**config.mk**
```make
export PLATFORM = sky130hd
export DESIGN_NAME = rob_unit
export DESIGN_NICKNAME = d
export VERILOG_FILES = /design/src/rtl/rob_unit.sv
export SDC_FILE = /design/constraint.sdc
export NUM_CORES = 1
export LEC_CHECK = 0
export CORE_MARGIN = 2
export CORE_UTILIZATION = 54
export CTS_BUF_LIST = sky130_fd_sc_hd__clkbuf_4 sky130_fd_sc_hd__clkbuf_8
export DETAILED_ROUTE_END_ITERATION = 16
export GPL_ROUTABILITY_DRIVEN = 0
export PLACE_DENSITY = 0.78
export SYNTH_ARGS = -nofsm -noshare
export SYNTH_HDL_FRONTEND = slang
export SYNTH_SLANG_ARGS = --single-unit
export TNS_END_PERCENT = 20
```
**constraint.sdc**
```tcl
create_clock -name clk1 -period 2.55 [get_ports clk1]
set_clock_uncertainty 0.15 [all_clocks]
set_input_delay 0.51 -clock clk1 [delete_from_list [all_inputs] [get_ports clk1]]
set_output_delay 0.51 -clock clk1 [all_outputs]
set_load 0.02 [all_outputs]
```
**src/rtl/rob_unit.sv**
```systemverilog
// 8-entry reorder buffer: in-order allocate, out-of-order CDB completion, in-order retire.
// Optional ROB_FLUSH_EN macro adds a flush input that discards all in-flight entries.
module rob_unit #(
   parameter int unsigned DEPTH  = 8,
   parameter int unsigned IDX_W  = 3,
   parameter int unsigned DATA_W = 16,
   parameter int unsigned REG_W  = 4
) (
   input  logic              clk1,
   input  logic              rst_n,
`ifdef ROB_FLUSH_EN
   input  logic              flush,
`endif
   input  logic              alloc_valid,
   input  logic [3:0]        alloc_func,
   input  logic [REG_W-1:0]  alloc_rd,
   output logic              alloc_ready,
   output logic [IDX_W-1:0]  alloc_tag,
   input  logic              cdb_valid,
   input  logic [IDX_W-1:0]  cdb_tag,
   input  logic [DATA_W-1:0] cdb_data,
   input  logic [IDX_W-1:0]  look_tag_a,
   output logic              look_rdy_a,
   output logic [DATA_W-1:0] look_data_a,
   input  logic [IDX_W-1:0]  look_tag_b,
   output logic              look_rdy_b,
   output logic [DATA_W-1:0] look_data_b,
   output logic              commit_valid,
   output logic              commit_we,
   output logic [REG_W-1:0]  commit_rd,
   output logic [IDX_W-1:0]  commit_tag,
   output logic [DATA_W-1:0] commit_data,
   output logic [IDX_W:0]    count,
   output logic              empty,
   output logic              full
);

   localparam logic [IDX_W:0] FullCnt = (IDX_W+1)'(DEPTH);

   logic              busy_q  [DEPTH];
   logic              ready_q [DEPTH];
   logic [3:0]        func_q  [DEPTH];
   logic [REG_W-1:0]  rd_q    [DEPTH];
   logic [DATA_W-1:0] data_q  [DEPTH];

   logic [IDX_W-1:0]  head_q, tail_q;
   logic [IDX_W:0]    count_q;
   logic              commit_valid_q, commit_we_q;
   logic [REG_W-1:0]  commit_rd_q;
   logic [IDX_W-1:0]  commit_tag_q;
   logic [DATA_W-1:0] commit_data_q;

   logic flush_int, alloc_fire, cdb_fire, commit_fire;

`ifdef ROB_FLUSH_EN
   assign flush_int = flush;
`else
   assign flush_int = 1'b0;
`endif

   // Full check deliberately ignores a same-cycle commit.
   assign alloc_ready = (count_q != FullCnt) && !flush_int;
   assign alloc_tag   = tail_q;
   assign alloc_fire  = alloc_valid && alloc_ready;
   assign cdb_fire    = cdb_valid && busy_q[cdb_tag] && !ready_q[cdb_tag];
   assign commit_fire = busy_q[head_q] && ready_q[head_q];

   assign count        = count_q;
   assign empty        = (count_q == '0);
   assign full         = (count_q == FullCnt);
   assign commit_valid = commit_valid_q;
   assign commit_we    = commit_we_q;
   assign commit_rd    = commit_rd_q;
   assign commit_tag   = commit_tag_q;
   assign commit_data  = commit_data_q;

   // Stores and branches do not write the register bank.
   function automatic logic writes_reg(input logic [3:0] func);
      return !(func inside {4'b0101, 4'b0110, 4'b0111});
   endfunction

   // Operand lookup with same-cycle CDB bypass taking precedence over stored data.
   always_comb begin
      look_rdy_a  = 1'b0;
      look_data_a = '0;
      if (busy_q[look_tag_a]) begin
         if (cdb_valid && cdb_tag == look_tag_a) begin
            look_rdy_a  = 1'b1;
            look_data_a = cdb_data;
         end else if (ready_q[look_tag_a]) begin
            look_rdy_a  = 1'b1;
            look_data_a = data_q[look_tag_a];
         end
      end
   end

   always_comb begin
      look_rdy_b  = 1'b0;
      look_data_b = '0;
      if (busy_q[look_tag_b]) begin
         if (cdb_valid && cdb_tag == look_tag_b) begin
            look_rdy_b  = 1'b1;
            look_data_b = cdb_data;
         end else if (ready_q[look_tag_b]) begin
            look_rdy_b  = 1'b1;
            look_data_b = data_q[look_tag_b];
         end
      end
   end

   always_ff @(posedge clk1) begin
      if (!rst_n) begin
         head_q         <= '0;
         tail_q         <= '0;
         count_q        <= '0;
         commit_valid_q <= 1'b0;
         commit_we_q    <= 1'b0;
         commit_rd_q    <= '0;
         commit_tag_q   <= '0;
         commit_data_q  <= '0;
         for (int i = 0; i < DEPTH; i++) begin
            busy_q[i]  <= 1'b0;
            ready_q[i] <= 1'b0;
         end
      end else if (flush_int) begin
         head_q         <= '0;
         tail_q         <= '0;
         count_q        <= '0;
         commit_valid_q <= 1'b0;
         for (int i = 0; i < DEPTH; i++) begin
            busy_q[i]  <= 1'b0;
            ready_q[i] <= 1'b0;
         end
      end else begin
         commit_valid_q <= commit_fire;
         if (commit_fire) begin
            commit_we_q     <= writes_reg(func_q[head_q]);
            commit_rd_q     <= rd_q[head_q];
            commit_tag_q    <= head_q;
            commit_data_q   <= data_q[head_q];
            busy_q[head_q]  <= 1'b0;
            ready_q[head_q] <= 1'b0;
            head_q          <= head_q + IDX_W'(1);
         end
         if (cdb_fire) begin
            data_q[cdb_tag]  <= cdb_data;
            ready_q[cdb_tag] <= 1'b1;
         end
         if (alloc_fire) begin
            busy_q[tail_q]  <= 1'b1;
            ready_q[tail_q] <= 1'b0;
            func_q[tail_q]  <= alloc_func;
            rd_q[tail_q]    <= alloc_rd;
            tail_q          <= tail_q + IDX_W'(1);
         end
         count_q <= count_q + (IDX_W+1)'(alloc_fire) - (IDX_W+1)'(commit_fire);
      end
   end

endmodule

```
* Word level (Yosys, flattened, before mapping)
Memory sizes are Yosys's and may differ from the RTL's. A register that Yosys moved wholly into a read port is not among the register bits.
Index checks and enable logic that the tools add are counted.
** Word-level totals
- Register bits :: 15
- Bits in writable memories :: 208
- Bits of input ports :: 37
- Output and inout bits :: 69
- Word-level logic and storage cells :: 82
- Memories :: 5
** Memories
- data_q :: words 8, width 16, rd ports 3, clocked after Yosys merged registers in 1, wr ports 1, RTL line 44 : logic [DATA_W-1:0] data_q [DEPTH];
- func_q :: words 8, width 4, rd ports 1, clocked after Yosys merged registers in 1, wr ports 1, RTL line 42 : logic [3:0] func_q [DEPTH];
- rd_q :: words 8, width 4, rd ports 1, clocked after Yosys merged registers in 1, wr ports 1, RTL line 43 : logic [REG_W-1:0] rd_q [DEPTH];
- busy_q :: words 8, width 1, rd ports 4, clocked after Yosys merged registers in 1, wr ports 8, RTL line 40 : logic busy_q [DEPTH];
- ready_q :: words 8, width 1, rd ports 4, clocked after Yosys merged registers in 1, wr ports 8, RTL line 41 : logic ready_q [DEPTH];
** Cells by class
- Add/subtract/negate cells :: 4
- Equality and inequality tests :: 7
- Muxes and demuxes :: 43
- Reductions and logical operators :: 17
** Operator list (count)
- $mux 16 :: 6
- $mux 3 :: 11
- $mux 1 :: 26
- $eq 4x3->1 const B :: 3
- $add 3x1->3 const B :: 2
- $eq 3x3->1 :: 2
- $logic_and 1x1->1 :: 6
- $reduce_or 1->1 :: 5
- $add 4x1->4 :: 1
- $eq 4x4->1 const B :: 1
- $logic_not 1->1 :: 4
- $logic_not 4->1 :: 1
- $ne 4x4->1 const B :: 1
- $sub 4x1->4 :: 1
- $reduce_bool 3->1 :: 1

* Depth between registers and ports, before layout
Gate-level depths: netlist of the first run.
An unclocked memory read counts as a cell.
- Word-level depth :: 8
- Depth in mapped cells :: 13
- Mapped depth without buffers :: 12

* Worst setup path after synthesis of the first run
Ideal clock, no wire load.
- Path kind :: input to output
- Start point :: input look_tag_a[2]
- End point :: output look_data_a[10]
- Data arrival time :: 2.208 ns
- Data required time :: 1.890 ns
- Path slack :: -0.318 ns
- Cell stages on the path :: 7
- Buffers on the path :: 2
- Cells stage by stage :: buf_2 > xnor2_1 > nand4_1 > a211oi_1 > a31oi_2 > buf_2 > a211oi_1
** On the way
- Cells in the longest elaborated chain, start to end :: 4
- Elaborated cells between the ends (all ways) :: 8
- Those cells by class :: 1 x eq/ne; 3 x mux; 1 x reduce/logical; 3 x memory
** RTL lines
- from (decl) :: RTL line 22 : input logic [IDX_W-1:0] look_tag_a,
- $mem_v2 8x16 (tied with other cells)
- $mux 16 / $logic_and 1x1->1 (equally long branches) :: RTL line 90, 87
- $mux 16 :: RTL line 87 : if (cdb_valid && cdb_tag == look_tag_a) begin
- $mux 16 (*) :: RTL line 86 : if (busy_q[look_tag_a]) begin
- to (decl) :: RTL line 24 : output logic [DATA_W-1:0] look_data_a,
Every way passes the cells marked *; elsewhere a longest branch is shown, timed or not.

==> metrics.md, run 1 <==
| Metric | Value |
|---|---|
| Layout net count | `roughly 1000` |
| DIE WIDTH | `between 150 and 200 um` |
| Ant diodes | `0` |
| GRT overflow | `0` |
| Arr. time, crit path | `roughly 2300 ps` |
| Psw | `~2.2 mW` |
| Post-synthesis cell area | `roughly 0.012 sq mm` |
| Post-route DRC violation count | `0` |
| Core ar. | `about 0.022 sq mm` |
| Prevailing post-synth register cell | `edfxtp_1` |
| Sequential share of power | `0.490` |
| Router iterations before antenna repair | `5` |
| Final setup fails | `37` |
| Cts hold-fix bufs | `0` |
| CTS Sinks | `246` |
| CTS buffer count | `42` |
| Tmin final | `2958 ps` |
| Fillers | `1401` |
| Placed cell areas | `between 0.01 and 0.015 sq mm` |
| Startpoint Class | `flop` |
| R2R Setup Slk | `-80 ps` |
| Internal power | `between 6 and 7 mW` |
| Status | `finished with violations` |
| Violated checks | `setup timing` |
| Io pins | `around 110` |
| Logic pwr share | `0.111` |
| Register bit total from synthesis | `between 200 and 250` |
| Drt initial violations | `776` |
| Clock group share of total power | `0.398` |
| IO buf count | `about 110` |
| Later-pin clock latency in the skew report | `between 500 and 600 ps` |
| Type of the worst setup path | `flop to primary output` |
| Worst Hold Class | `input pin to flop` |
| Vert. Die Dim | `about 150 um` |
| Worst hold margin | `about 160 ps` |
| DR WL/cell | `around 25 um` |
| Vias in the first global route | `8648` |
| Share of cells above drive strength 1 | `0.4318` |
| Final HPWL DP | `between 20000 and 25000 um` |
| FF-to-FF path depth | `12` |
| Most common cell after layout, fill and taps aside | `edfxtp_1` |
| Worst hold path startpoint | `rst_n` |
| Relative slew slack | `0.6041` |
| Fraction of registers with async set/reset | `0` |
| Finished Layout Cells | `between 1000 and 1500` |
| RSZ-0062 raised after global routing | `true` |
| Reg area | `0.006877 sq mm` |
| Row count | `54` |
| Post-synthesis instance total | `about 770` |
| Post-route cell area | `0.01557 sq mm` |
| Critical R2R Capture | `count[3]` |
| F_max | `roughly 340 MHz` |
| Average cell area after synthesis | `~16 sq um` |
| Final total power | `a little over 9 mW` |
| Routed WL | `32090 um` |
| Syn. warnings | `0` |
| Die area | `~0.024 sq mm` |
| Required time worst endpoint | `1890 ps` |
| Static Leak | `~5.6 nW` |
| Initial Utilization | `0.5518` |
| Pins Over Slew Limit | `0` |
| Netlist cell types | `between 50 and 60` |
| Post-route ant nets | `0` |
| Final Worst Setup Slack | `-407.6 ps` |
| P&R area growth vs syn | `28.86%` |
| First-pass GRT wire length | `around 49000 um` |
| Largest net degree at the start of global routing | `40` |
| Antenna violations before repair | `0` |
| Most frequent cells in the layout | `edfxtp_1, mux4_2, buf_4, nand2_1, clkdlybuf4s50_1` |
| Sw Share | `0.2408` |
| MaxCap Viol Count | `0` |
| Hold EP | `commit_tag[1]` |
| Clock Tree Root | `clkbuf_8` |
| Final Hold Fails | `0` |
| CTS max path bufs | `3` |
| Post-synthesis sequential area ratio | `0.5668` |
| Placed cell count | `around 1200` |
| Final cycle utilization of the critical path | `1.160` |
| CP Capture Type | `primary output` |
| Worst VDD drop | `approximately 0.43 mV` |
| GRT Overall Usage | `0.2731` |
| Synth Net Count | `817` |
| Hold Crit Depth | `2` |
| H-tree levels | `2` |
| TritonCTS clock tree | `done` |
| Worst-path maximum fanout | `4` |
| Setup TNS | `-11430 ps` |
| Area of the multi-input gates | `0.005216 sq mm` |
| Worst-Margin Slew | `593.8 ps` |
| Vias per cell | `6.368` |
| Power Density | `approximately 580 mW/mm^2` |
| Clock-pin slew on the worst setup and hold paths | `60 ps` |
| DR vias | `slightly above 8000` |
| Number of synthesized flops with an enable pin | `about 190` |
| Reg-to-Reg Start | `ready_q[6]` |
## cell families (layout without fill, tap and decap cells)
group,Yosys count,count (layout),share of synthesized area
mux,171,171,0.2609
simple gates,151,151,0.05645
flops,246,246,0.5668
fa+ha+maj,9,9,0.009943
xor+xnor,10,10,0.007251
buf+inv,83,324,0.03076
compound gates,101,101,0.06795
## synth_stat cells (2+ instances only)
cell / count / area [sq um]
ha_1: 8 / 100.1
nand3_1: 7 / 35.03
nand4_1: 3 / 18.77
a21oi_1: 6 / 30.03
mux2i_1: 55 / 550.5
and2_1: 8 / 50.05
nor2b_1: 3 / 18.77
a211oi_1: 34 / 255.2
o211a_1: 21 / 210.2
buf_6: 2 / 22.52
a31o_1: 3 / 26.28
a31oi_1: 2 / 12.51
nand2b_1: 3 / 18.77
nand2_1: 59 / 221.5
inv_1: 22 / 82.58
o21ai_1: 2 / 10.01
o22a_1: 3 / 26.28
o21ai_0: 2 / 10.01
buf_4: 4 / 30.03
nor3_1: 6 / 30.03
buf_1: 2 / 7.510
and3_1: 3 / 18.77
mux4_2: 115 / 2590
dfxtp_1: 54 / 1081
clkbuf_1: 28 / 105.1
a21boi_0: 5 / 37.54
buf_2: 23 / 115.1
a31o_2: 2 / 17.52
edfxtp_1: 192 / 5766
xor2_1: 2 / 17.52
a31oi_2: 2 / 25.02
o21ba_2: 2 / 20.02
o211ai_1: 7 / 52.55
xnor2_1: 8 / 70.07
and3b_1: 2 / 17.52
o311ai_1: 3 / 26.28
nor2_1: 50 / 187.7
## sequential cells by signal, summed over array words and instances (netlist names), named ones only
| register | cells |
|---|---|
| data_q | 128 |
| func_q | 32 |
| rd_q | 32 |
| commit_data | 16 |
| busy_q | 8 |
| ready_q | 8 |
| commit_rd | 4 |
| count | 4 |
| alloc_tag | 3 |
| commit_tag | 3 |
| head_q | 3 |
| commit_valid | 1 |
| commit_we | 1 |
## cell type report
type,count,share of cell area
clock buffer,60,0.04783
clock inverter,17,0.007958
inverter,23,0.005707
multi-input combinational,442,0.3351
sequential,246,0.4418
tap,280,0.02251
timing repair buffer,224,0.1391
## power groups by stage
stage	clock, mW	sequential (mW)	combinational [mW]
2_1_floorplan	0	4.55	0.526
3_3_place_gp	0	4.52	0.945
3_5_place_dp	0	4.53	0.975
4_1_cts	3.66	4.45	0.994
5_1_grt	3.85	4.45	1.08
6_report	3.61	4.45	1.01
## repair_timing
action                                  in CTS  in global routing
hold endpoints to repair                     0                  0
endpoints found under the setup margin      49                 40
pin swaps                                   10                 12
cloned                                       1                  0
gates resized for setup                    218                 51
buffers inserted                             9                  0
## worst max-delay path, cell delays in order, from the launching register on
cell and delay (ps):
dfxtp_4 360, mux4_2 460, inv_2 90, a211oi_4 60, a31oi_4 210, buf_6 150
buf_6 110, buf_6 90, a211oi_2 30, buf_4 180
## how the worst max path moves through the flow
| stage | end | slack (ps) | cells past startpoint | from |
|---|---|---|---|---|
| 2_1_floorplan | count[1] | -140 | 10 | flop |
| 3_3_place_gp | look_data_b[15] | -1170 | 9 | cdb_tag[0] |
| 3_5_place_dp | look_data_b[15] | -1190 | 9 | cdb_tag[0] |
| 4_1_cts | look_data_a[6] | -400 | 9 | ready_q[0] |
| 5_1_grt | look_data_a[6] | -460 | 9 | ready_q[7] |
| 6_report | look_data_a[7] | -410 | 9 | ready_q[0] |
## metrics by stage
stage	setup WS (ps)	util
6_report	-407.6	0.7111
4_1_cts	-397.4	0.7067
3_3_place_gp	-1166	0.6615
2_1_floorplan	-138.6	-
3_5_place_dp	-1189	0.6615
5_1_grt	-456.7	0.7111
## per-layer routing
layer | vias up | track usage | wire length [um]
li1 | 3514 | - | -
met1 | 4214 | 0.3658 | 12240
met2 | 419 | 0.4398 | 15860
met3 | 80 | 0.05947 | 2982
met4 | 0 | 0.1136 | 1009
met5 | - | 0 | 0
(Power assumes the default switching activity.)
==> run 2: changes to the inputs <==
Clock period 2.55 ns to 2.5 ns, I/O delays scaled along.
==> run 2 against run 1 <==
Largest cell class unchanged. The run still ends with setup timing left. Routed wire length rose by 3.7%. Critical path type is now input pin to primary output. Total power rose by 4.1%. Worst setup slack got worse by 230 ps. Register-to-register slack got worse by 110 ps. Combinational power barely moved. Worst hold slack improved by 170 ps.
==> metrics.md, run 2 (same netlist as run 1, synthesis figures left out) <==
| Metric | Value |
|---|---|
| Sequential share of power | `0.480` |
| DIE WIDTH | `~150 um` |
| Required time worst endpoint | `between 1500 and 2000 ps` |
| Clock Tree Root | `clkbuf_8` |
| Clock-pin slew on the worst setup and hold paths | `60 ps` |
| Initial Utilization | `0.5518` |
| Hold Crit Depth | `2` |
| Ant diodes | `0` |
| Power Density | `~600 mW/mm^2` |
| Reg-to-Reg Start | `ready_q[2]` |
| Die area | `~0.024 sq mm` |
| Vias per cell | `about 6.4` |
| MaxCap Viol Count | `0` |
| Internal power | `around 7.2 mW` |
| Final cycle utilization of the critical path | `1.257` |
| Row count | `54` |
| CP startpoint | `look_tag_b[0]` |
| Drt initial violations | `around 860` |
| IO buf count | `roughly 110` |
| CTS Sinks | `246` |
| Most flops, register | `data_q` |
| Clock group share of total power | `0.411` |
| Violated checks | `setup timing` |
| Pins Over Slew Limit | `0` |
| Sw Share | `0.2353` |
| Worst-Margin Slew | `527.8 ps` |
| Later-pin clock latency in the skew report | `between 500 and 600 ps` |
| Top flop regs | `data_q (128), func_q (32), rd_q (32)` |
| Final total power | `roughly 9.4 mW` |
| Type of the worst setup path | `input pin to primary output` |
| TritonCTS clock tree | `done` |
| Tmin final | `about 3100 ps` |
| P&R area growth vs syn | `30.23%` |
| R2R Setup Slk | `-190 ps` |
| Finished Layout Cells | `1304` |
| Status | `finished with violations` |
| CP Capture Type | `primary output` |
| Worst VDD drop | `~0.46 mV` |
| DR WL/cell | `25.51 um` |
| Worst Hold Class | `flop to flop` |
| Final Hold Fails | `0` |
| First-pass GRT wire length | `between 50000 and 60000 um` |
| FF-to-FF path depth | `11` |
| Cts hold-fix bufs | `0` |
| Most common cell after layout, fill and taps aside | `edfxtp_1` |
| Most frequent cells in the layout | `edfxtp_1, buf_4, mux4_2, clkdlybuf4s50_1, mux2i_1` |
| Layout net count | `just over 1000` |
| Share of cells above drive strength 1 | `0.4424` |
| GRT Overall Usage | `0.2792` |
| CTS max path bufs | `3` |
| Static Leak | `between 5 and 6 nW` |
| Router iterations before antenna repair | `6` |
| Fillers | `~1300` |
| Startpoint Class | `input pin` |
| Largest register FFs | `about 130` |
| Final setup fails | `37` |
| Placed cell count | `1205` |
| Critical R2R Capture | `count[1]` |
| Antenna violations before repair | `1` |
| Worst-path maximum fanout | `4` |
| Vias in the first global route | `about 8900` |
| DR vias | `8392` |
| Relative slew slack | `0.6481` |
| Core ar. | `approximately 0.022 sq mm` |
| F_max | `approximately 320 MHz` |
| Io pins | `between 100 and 150` |
| Final Worst Setup Slack | `-642.2 ps` |
| Routed WL | `33260 um` |
| Post-route DRC violation count | `0` |
| Psw | `between 2 and 2.5 mW` |
| RSZ-0062 raised after global routing | `true` |
| Pre-CTS WS | `-1206 ps` |
| Worst hold path startpoint | `commit_tag[0]` |
| Largest net degree at the start of global routing | `50` |
| Final HPWL DP | `around 21000 um` |
| Logic pwr share | `0.109` |
| Hold EP | `commit_tag[0]` |
| Worst hold margin | `approximately 330 ps` |
| H-tree levels | `2` |
| Vert. Die Dim | `~150 um` |
| GRT overflow | `0` |
| CTS buffer count | `40` |
| Post-route ant nets | `0` |
| Arr. time, crit path | `between 2000 and 2500 ps` |
-- run 2: changes by cell type in the layout (fill, tap and decap cells not counted), moves of 4 or more --
cell      previous run  this run
buf_8                0         5
clkbuf_2             5         1
mux2i_1             50        55
mux2i_2              5         0
buf_12              22        15
buf_6               22        26
buf_4              100       121
-- run 2: cell type report --
cell class              instances  area [sq um]  area share
clock inverters                18         186.4     0.01185
well taps                     280         350.3     0.02227
flip-flops and latches        246          6873      0.4369
repair buffers                238          2251      0.1431
inverters                      23         88.84    0.005647
multi-input cells             443          5275      0.3353
clock buffers                  56         708.2     0.04501
-- run 2: through the flow --
step / TNS, ps / cell area [sq um] / util
2_1_floorplan: -4843 / 12400 / -
3_3_place_gp: -57470 / 14370 / 0.6565
3_5_place_dp: -63540 / 14370 / 0.6565
4_1_cts: -14780 / 15520 / 0.7088
5_1_grt: -18620 / 15730 / 0.7187
6_report: -17120 / 15730 / 0.7187
-- run 2: worst max-delay path by stage --
stage,slack [ps],cells after the start,end
finish,-640,11,look_data_b[12]
global route,-680,11,look_data_b[13]
CTS,-530,9,look_data_a[6]
detailed placement,-1210,8,look_data_b[10]
global placement,-1110,8,look_data_b[10]
floorplan,-170,10,count[1]
-- run 2: power groups by stage --
| stage | Clock, mW | Sequential, mW | Combinational [mW] |
|---|---|---|---|
| 2_1_floorplan | 0 | 4.64 | 0.547 |
| 3_3_place_gp | 0 | 4.61 | 0.955 |
| 3_5_place_dp | 0 | 4.62 | 0.986 |
| 4_1_cts | 3.89 | 4.53 | 1.01 |
| 5_1_grt | 4.10 | 4.54 | 1.10 |
| 6_report | 3.88 | 4.54 | 1.03 |
-- run 2: timing repair --
| item | CTS | global route |
|---|---|---|
| setup buffers | 16 | 10 |
| cloned | 1 | 0 |
| pin swaps | 15 | 16 |
| setup endpoints to repair | 40 | 69 |
| resized for setup | 226 | 75 |
-- run 2: critical path, stage by stage --
cell      delay (ps)
buf_12           100
buf_6            110
xnor2_2          190
nand4_1          280
a211oi_4         460
a31oi_4           60
buf_4            170
buf_12           130
buf_8            130
a211oi_2         170
buf_4            180
-- run 2: per-layer routing --
metal | track usage | vias up | wire length, um | part of all wire
met1 | 0.3551 | 4210 | 12170 | 0.37
met5 | 0 | - | 13 | 0.00039
li1 | - | 3552 | - | -
met4 | 0.1166 | 2 | 1106 | 0.033
met3 | 0.07046 | 112 | 3187 | 0.096
met2 | 0.4624 | 516 | 16780 | 0.50
==> run 3: changes to the inputs <==
--- a/config.mk
+++ b/config.mk
@@ -12,2 +12,3 @@
 export GPL_ROUTABILITY_DRIVEN = 0
+export HOLD_SLACK_MARGIN = 0.06
 export PLACE_DENSITY = 0.78
--- a/constraint.sdc
+++ b/constraint.sdc
@@ -4,2 +4,2 @@
 set_output_delay 0.5 -clock clk1 [all_outputs]
-set_load 0.02 [all_outputs]
+set_load 0.01 [all_outputs]
==> run 3 against run 2 <==
The run still ends with setup timing left. Via count shrank 1.3%. Maximum frequency up 7.5%. Die area unchanged. Final area is 1.1% lower. Final cell count is 0.38% higher.
==> metrics.md, run 3 (same netlist as run 1, synthesis figures left out) <==
| Metric | Value |
|---|---|
| Logic pwr share | `0.110` |
| TritonCTS clock tree | `done` |
| CP Capture Type | `primary output` |
| Post-route ant nets | `0` |
| Final total power | `9.206 mW` |
| Core ar. | `approximately 0.022 sq mm` |
| Worst-path maximum fanout | `5` |
| Ant diodes | `0` |
| Clock Tree Root | `clkbuf_8` |
| Pins Over Slew Limit | `0` |
| Post-layout util | `0.7108` |
| Most common cell after layout, fill and taps aside | `edfxtp_1` |
| Routed WL | `32180 um` |
| Post-route cell area | `0.01556 sq mm` |
| Slowest-stage cell, CP | `a211oi_4` |
| DIE WIDTH | `approximately 150 um` |
| CTS Sinks | `246` |
| DR vias | `between 8000 and 9000` |
| DR WL/cell | `between 20 and 25 um` |
| Later-pin clock latency in the skew report | `approximately 550 ps` |
| Type of the worst setup path | `input pin to primary output` |
| Clock group share of total power | `0.398` |
| Required time worst endpoint | `about 1900 ps` |
| Initial Utilization | `0.5518` |
| Cts hold-fix bufs | `0` |
| Placed cell areas | `roughly 0.015 sq mm` |
| Pre-CTS WS | `-1158 ps` |
| Largest net degree at the start of global routing | `~50` |
| First-pass GRT wire length | `49810 um` |
| Most flops, register | `data_q` |
| Final HPWL DP | `approximately 22000 um` |
| Placed cell count | `approximately 1200` |
| CP dominant cell by count | `buf_6` |
| Violated checks | `setup timing` |
| Share of cells above drive strength 1 | `0.4305` |
| Static Leak | `approximately 5.7 nW` |
| H-tree levels | `2` |
| Status | `finished with violations` |
| Sw Share | `0.2298` |
| CTS buffer count | `40` |
| Antenna violations before repair | `0` |
| Io pins | `around 110` |
| Row count | `54` |
| RSZ-0062 raised after global routing | `true` |
| Vert. Die Dim | `approximately 150 um` |
| Layout net count | `1043` |
| Router iterations before antenna repair | `7` |
| Psw | `2.116 mW` |
| Most frequent cells in the layout | `edfxtp_1, mux4_2, buf_4, clkdlybuf4s50_1, nand2_1` |
| Worst VDD drop | `between 0.4 and 0.5 mV` |
| Internal power | `between 7 and 8 mW` |
| Final cycle utilization of the critical path | `1.169` |
| Crit path max-delay family | `buffers and inverters` |
| Fillers | `roughly 1400` |
| CP bufs+invs | `5` |
| Power Density | `591.7 mW/mm^2` |
| Setup TNS | `-11850 ps` |
| CTS max path bufs | `3` |
| Startpoint Class | `input pin` |
| Worst-Margin Slew | `between 500 and 600 ps` |
| Tmin final | `a little under 3000 ps` |
| Worst-path cell chain | `clkdlybuf4s15_2, xnor2_2, nand4_1, a211oi_4, a31oi_4, buf_6, buf_6, buf_6, a211oi_2, buf_2` |
| Final setup fails | `37` |
| Clock-pin slew on the worst setup and hold paths | `approximately 60 ps` |
| Die area | `approximately 0.024 sq mm` |
| Top flop regs | `data_q (128), func_q (32), rd_q (32)` |
| GRT Overall Usage | `0.2776` |
| Final Hold Fails | `0` |
| Relative slew slack | `0.6530` |
| Vias per cell | `approximately 6.3` |
| Worst Hold Class | `input pin to flop` |
| P&R area growth vs syn | `28.80%` |
| F_max | `between 300 and 400 MHz` |
| GRT overflow | `0` |
| Critical path's largest stage delay | `320 ps` |
| Vias in the first global route | `roughly 8900` |
| Sequential share of power | `0.492` |
| Final Worst Setup Slack | `-423.0 ps` |
| Post-route DRC violation count | `0` |
| Finished Layout Cells | `around 1300` |
| Largest register FFs | `~130` |
| Worst hold margin | `~230 ps` |
| Drt initial violations | `approximately 840` |
| Arr. time, crit path | `2270 ps` |
| IO buf count | `105` |
| MaxCap Viol Count | `0` |
[run 3: cell count changes in the layout (fill, tap and decap cells not counted), moves of 6 or more]
cell,previous run,this run
buf_4,121,100
a211oi_1,0,6
buf_12,15,22
buf_6,26,18
a211oi_4,10,4
buf_2,9,34
[run 3: timing repair]
action	in CTS	in global routing
gates resized for setup	185	29
endpoints found under the setup margin	40	40
pin swaps	12	13
buffers inserted	19	3
hold endpoints to repair	0	0
gates cloned	0	0
[run 3: layer usage]
layer,GRT usage,vias up,wire length [um]
met5,0,-,0
met2,0.4732,480,16380
li1,-,3567,-
met4,0.1044,0,991
met3,0.06144,86,3276
met1,0.3516,4154,11540
[run 3: power groups by stage]
| stage | Clock, mW | Combinational, mW | Sequential (mW) |
|---|---|---|---|
| final | 3.66 | 1.01 | 4.53 |
| after global routing | 3.89 | 1.08 | 4.54 |
| after CTS | 3.70 | 0.996 | 4.53 |
| after detailed placement | 0 | 0.988 | 4.62 |
| after global placement | 0 | 0.954 | 4.61 |
| after floorplan | 0 | 0.512 | 4.62 |
[run 3: path summary, 6_finish.rpt]
| check | startpoint | end | slack (ps) | cells after the start |
|---|---|---|---|---|
| setup / recovery | cdb_tag[2] | look_data_a[13] | -420 | 10 |
| hold / removal | rst_n | commit_tag[2] | 230 | 2 |
| setup reg to reg | ready_q[4] | count[1] | -120 | 10 |
| hold reg to reg | commit_tag[0] | commit_tag[0] | 350 | 2 |
[run 3: layout make-up]
type                       count  area, sq um  share of cell area
tap                          280        350.3             0.02252
inverter                      23        91.34            0.005870
sequential                   246         6870              0.4415
clock buffer                  60        732.0             0.04704
multi-input combinational    442         5134              0.3299
clock inverter                14        121.4            0.007800
timing repair buffer         244         2261              0.1453
[run 3: worst reg2reg max path: cells and delay by family (launching register included)]
family,cells,cell delay (ps)
simple gates,2,200
flops,1,370
buf+inv,3,240
fa+ha+maj,3,740
mux,2,780
